==> config.mk <==
export PLATFORM = sky130hd
export DESIGN_NAME = unified_mem_arbiter
export DESIGN_NICKNAME = d
export VERILOG_FILES = /design/src/rtl/unified_mem_arbiter.sv
export SDC_FILE = /design/constraint.sdc
export NUM_CORES = 1
export LEC_CHECK = 0
export CORE_MARGIN = 2
export CORE_UTILIZATION = 50
export CTS_CLUSTER_SIZE = 12
export DETAILED_ROUTE_END_ITERATION = 16
export DONT_BUFFER_PORTS = 1
export HOLD_SLACK_MARGIN = 0.02
export PLACE_DENSITY = 0.62
export SLEW_MARGIN = 20
export SYNTH_ARGS = -nofsm -noshare
export SYNTH_HDL_FRONTEND = slang
export SYNTH_SLANG_ARGS = --single-unit
==> constraint.sdc <==
create_clock -name clk -period 4.6 [get_ports clk]
set_clock_uncertainty 0.15 [all_clocks]
set_input_delay 0.69 -clock clk [delete_from_list [all_inputs] [get_ports clk]]
set_output_delay 0.69 -clock clk [all_outputs]
set_load 0.03 [all_outputs]
==> src/rtl/unified_mem_arbiter.sv <==
// Arbiter sharing one single-ported, request/ack memory between the instruction-fetch
// (read-only) and data (read/write) requesters, with starvation guard and transaction timeout.
module unified_mem_arbiter #(
  parameter int unsigned ADDR_W       = 32,
  parameter int unsigned DATA_W       = 32,
  parameter int unsigned STARVE_LIMIT = 4,
  parameter int unsigned TIMEOUT      = 64
) (
  input  logic              clk,
  input  logic              reset,
  input  logic              i_req,
  input  logic [ADDR_W-1:0] i_addr,
  output logic [DATA_W-1:0] i_rdata,
  output logic              i_ready,
  output logic              i_stall,
  input  logic              d_req,
  input  logic              d_we,
  input  logic [ADDR_W-1:0] d_addr,
  input  logic [DATA_W-1:0] d_wdata,
  output logic [DATA_W-1:0] d_rdata,
  output logic              d_ready,
  output logic              d_stall,
  output logic              err,
  output logic              mem_req,
  output logic              mem_we,
  output logic [ADDR_W-1:0] mem_addr,
  output logic [DATA_W-1:0] mem_wdata,
  input  logic [DATA_W-1:0] mem_rdata,
  input  logic              mem_ack
);

  typedef enum logic [1:0] {IDLE, I_BUSY, D_BUSY} state_t;

  localparam logic [3:0] STARVE_MAX = 4'(STARVE_LIMIT);
  localparam logic [7:0] TO_LAST    = 8'(TIMEOUT - 1);
  localparam bit         TO_EN      = (TIMEOUT != 0);

  state_t     state_q, state_d;
  logic [3:0] starve_q;
  logic [7:0] to_q;
  logic       i_eff, d_eff;
  logic       grant_i, grant_d, timed_out, busy;

  assign i_stall = i_req & ~i_ready;
  assign d_stall = d_req & ~d_ready;

  always_comb begin
    state_d   = state_q;
    grant_i   = 1'b0;
    grant_d   = 1'b0;
    timed_out = 1'b0;
    busy      = 1'b0;
    // A requester seeing its ready pulse still holds req this cycle; don't grant it again.
    i_eff     = i_req & ~i_ready;
    d_eff     = d_req & ~d_ready;
    case (state_q)
      IDLE: begin
        if (i_eff && (starve_q == STARVE_MAX)) grant_i = 1'b1;
        else if (d_eff)                        grant_d = 1'b1;
        else if (i_eff)                        grant_i = 1'b1;
        if (grant_i)      state_d = I_BUSY;
        else if (grant_d) state_d = D_BUSY;
      end
      I_BUSY, D_BUSY: begin
        busy = 1'b1;
        // An ack on the final allowed cycle wins over the abort.
        if (mem_ack) begin
          state_d = IDLE;
        end else if (TO_EN && (to_q == TO_LAST)) begin
          timed_out = 1'b1;
          state_d   = IDLE;
        end
      end
      default: state_d = IDLE;
    endcase
  end

  always_ff @(posedge clk) begin
    if (!reset) begin
      state_q   <= IDLE;
      starve_q  <= '0;
      to_q      <= '0;
      i_rdata   <= '0;
      i_ready   <= 1'b0;
      d_rdata   <= '0;
      d_ready   <= 1'b0;
      err       <= 1'b0;
      mem_req   <= 1'b0;
      mem_we    <= 1'b0;
      mem_addr  <= '0;
      mem_wdata <= '0;
    end else begin
      state_q <= state_d;
      i_ready <= 1'b0;
      d_ready <= 1'b0;
      err     <= 1'b0;

      if (grant_i || !i_req)          starve_q <= '0;
      else if (starve_q < STARVE_MAX) starve_q <= starve_q + 4'd1;

      if (grant_i || grant_d) begin
        mem_req   <= 1'b1;
        mem_we    <= grant_d & d_we;
        mem_addr  <= grant_d ? d_addr : i_addr;
        mem_wdata <= grant_d ? d_wdata : '0;
        to_q      <= '0;
      end else if (busy) begin
        if (mem_ack || timed_out) begin
          mem_req <= 1'b0;
          err     <= timed_out;
          if (state_q == I_BUSY) begin
            i_ready <= 1'b1;
            i_rdata <= timed_out ? '0 : mem_rdata;
          end else begin
            d_ready <= 1'b1;
            if (timed_out)    d_rdata <= '0;
            else if (!mem_we) d_rdata <= mem_rdata;
          end
        end else begin
          to_q <= to_q + 8'd1;
        end
      end
    end
  end

endmodule

==> metrics.yaml <==
outcome: "finished, final reports clean"
p_seq_frac: 0.486
viasPerCell: 5.80
syn_nets: 738
clk_path_buf_depth: 2
grtUsageTotal: 0.217
ys_warn_count: 0
min_path_type: "input pin to register"
hold_viol: 0
p_sw_mw: 0.878
htree_levels: 4
hold_ws_ps: 265
finalSetupViolCount: 0
fin_tns_setup_ps: 0
drt_iter0_drc: 227
path_clk_slew_ps: 60
cts_tree: "yes"
p_clk_frac: 0.429
yosys.area.top_type: "dfxtp_1"
area_growth_pct: 9.98
p_int_mw: 2.37
ir_worst_vdd_mv: 0.335
core_sq_um: 11300
clock_latency_ps: 410
crit_type: "register to register"
synth_top_area_share: 0.513
cts_sinks: 147
cts_resized: 0
grt_max_degree: 107
p_per_area_nw_per_um2: 515
synth-seq-area-share: 0.513
die_w_um: 111
fp.dieArea_sq_um: 12300
numCtsBuffers: 17
report.final.slew_viol_count: 0
reg2reg_depth: 7
first_pass_iters: 4
cpMaxStageDelayCell: "dfxtp_1"
wl_per_cell_um: 18.5
cts-root-buf: "clkbuf_16"
path_cells: "nand2b_4 -> inv_2 -> o21ai_2 -> buf_4 -> o2111ai_4 -> buf_4 -> mux2i_1"
crit_arrival_ps: 2850
vias: 4256
worst_pin_slew_ps: 771
ctsHoldBuffers: 0
cp-end-kind: "register"
syn_area_sq_um: 5730
period_share: 0.592
max_cap_viol_count: 0
routabilityCongestion: 0.802
place_hpwl_mm: 9.12
drt_wl_total_mm: 13.6
synth_cells: 599
postRouteAntennaNets: 0
min_path_cells: 1
ys_types: 44
avgSynthCellArea_sq_um: 9.57
slew_headroom: 0.485
worstPathRequired_ps: 4730
grt_overflow: 0
finalCriticalPeriod_ps: 2720
grt_pass1_vias: 4309
worstPathMaxFanout: 38
dieHeight_um: 111
cp-start-kind: "register"
synth.area.top_cells: "dfxtp_1, mux2i_1, nand2_1, nor3_1, a22o_1"
drc: 0
pwr-share-comb: 0.085
slowest_delay_ps: 530
initial_utilization: 0.506
crit_top_cell: "buf_4"
rsz0062_at_grt: "no"
antenna_found_initial: 0
port_buffers: 0
switching_share: 0.270
nFillCells: 1029
grt_pass1_wl_mm: 21.5
synth-seq-cells: 147
cts_setup_buffers: 0
design.portCount: 269
drive_gt1_frac: 0.0761
rows: 39
fmax_mhz: 367
num_antenna_cells: 0
nNetsFinal: 718
leakage_nw: 2.49
==> layout by cell type (no fill, tap or decap), types with 5 or more instances in the layout <==
cell and count:
a21oi_1 5, a22o_1 33, clkbuf_1 6, clkbuf_16 17, dfxtp_1 147, ha_1 5, inv_1 8, mux2i_1 65
nand2_1 103, nor2_1 45, nor3_1 64, o21ai_0 37, xnor2_1 7
==> power by group through the flow <==
stage | registers (mW) | logic, mW | clock network (mW)
floorplan | 1.59 | 0.245 | 0
global placement | 1.61 | 0.261 | 0
detailed placement | 1.61 | 0.277 | 0
CTS | 1.58 | 0.278 | 1.43
global route | 1.59 | 0.311 | 1.47
finish | 1.58 | 0.277 | 1.39
==> logic make-up after synthesis <==
kind of cell    synth area share
xor+xnor                  0.0107
buf+inv                   0.0530
mux                        0.114
compound gates             0.116
fa+ha+maj                 0.0109
flops                      0.513
simple gates               0.182
==> layout make-up <==
class | count | area, sq um | share of cell area
Clock buffer | 27 | 503 | 0.0798
Clock inverter | 4 | 95.1 | 0.0151
Inverter | 10 | 37.5 | 0.00595
Multi-Input combinational cell | 399 | 2510 | 0.399
Sequential cell | 147 | 2940 | 0.467
Tap cell | 143 | 179 | 0.0284
Timing Repair Buffer | 4 | 33.8 | 0.00536
==> worst paths after layout <==
path / slack, ps / from / end
worst min register to register: 350 / state_q[0]$_SDFFE_PN0P_ / state_q[0]$_SDFFE_PN0P_
worst max register to register: 1880 / i_ready$_SDFF_PP0_ / d_rdata[16]$_SDFFE_PN0P_
worst min-delay path: 270 / d_wdata[29] / mem_wdata[29]$_SDFFE_PN0P_
worst max-delay path: 1880 / i_ready$_SDFF_PP0_ / d_rdata[16]$_SDFFE_PN0P_
==> critical path: cells and delay by family (launching register included) <==
kind | cells | cell delay (ps)
AO/OA/AOI/OAI | 2 | 530
buffers and inverters | 3 | 910
flip-flops | 1 | 530
multiplexers | 1 | 180
AND/OR/NAND/NOR | 1 | 260
==> sequential cells by signal, summed over array words and instances (netlist names) <==
name / count
d_rdata: 32
i_rdata: 32
mem_addr: 32
mem_wdata: 32
to_q: 8
starve_q: 4
state_q: 2
d_ready: 1
err: 1
i_ready: 1
mem_req: 1
mem_we: 1
==> synth_stat cells <==
master	number
nor3_1	64
nand2b_4	2
nor2_1	45
ha_1	5
a22o_1	33
nor3_2	1
xnor2_1	7
dfxtp_1	147
and4bb_4	1
o311a_4	1
nand2_1	103
o31a_1	1
buf_2	9
a21boi_0	2
a2111oi_2	2
and2_1	2
a31oi_1	1
o311ai_2	1
o21ai_1	1
and4_4	1
nand2b_1	1
o2111ai_4	1
nand4_1	1
and3_1	1
inv_2	2
and3b_1	2
a21o_1	1
nand3_1	2
o32ai_1	1
o211ai_1	1
nor4_1	3
o21ai_0	37
buf_4	4
a211oi_1	1
buf_12	3
nor3b_1	1
clkbuf_1	23
mux2i_1	65
nor2b_1	1
buf_6	4
inv_1	8
a21oi_1	5
nand4bb_1	1
o21a_1	1
==> layer usage <==
metal | GRT usage | part of all wire | vias up
li1 | - | - | 2028
met1 | 0.249 | 0.40 | 1992
met2 | 0.354 | 0.48 | 216
met3 | 0.0951 | 0.10 | 20
met4 | 0.0938 | 0.021 | 0
met5 | 0 | 0 | -
==> metrics by stage <==
stage	area (sq um)	util	cells	setup WS (ps)	power, mW
CTS	6300	0.557	734	1650	3.29
detailed placement	5700	0.504	703	1610	1.88
global placement	5680	0.502	702	1700	1.87
finish	6300	0.557	734	1880	3.25
floorplan	5730	-	599	2550	1.83
global route	6300	0.557	734	1740	3.37
Note: power is estimated with default switching activity, not from simulation.
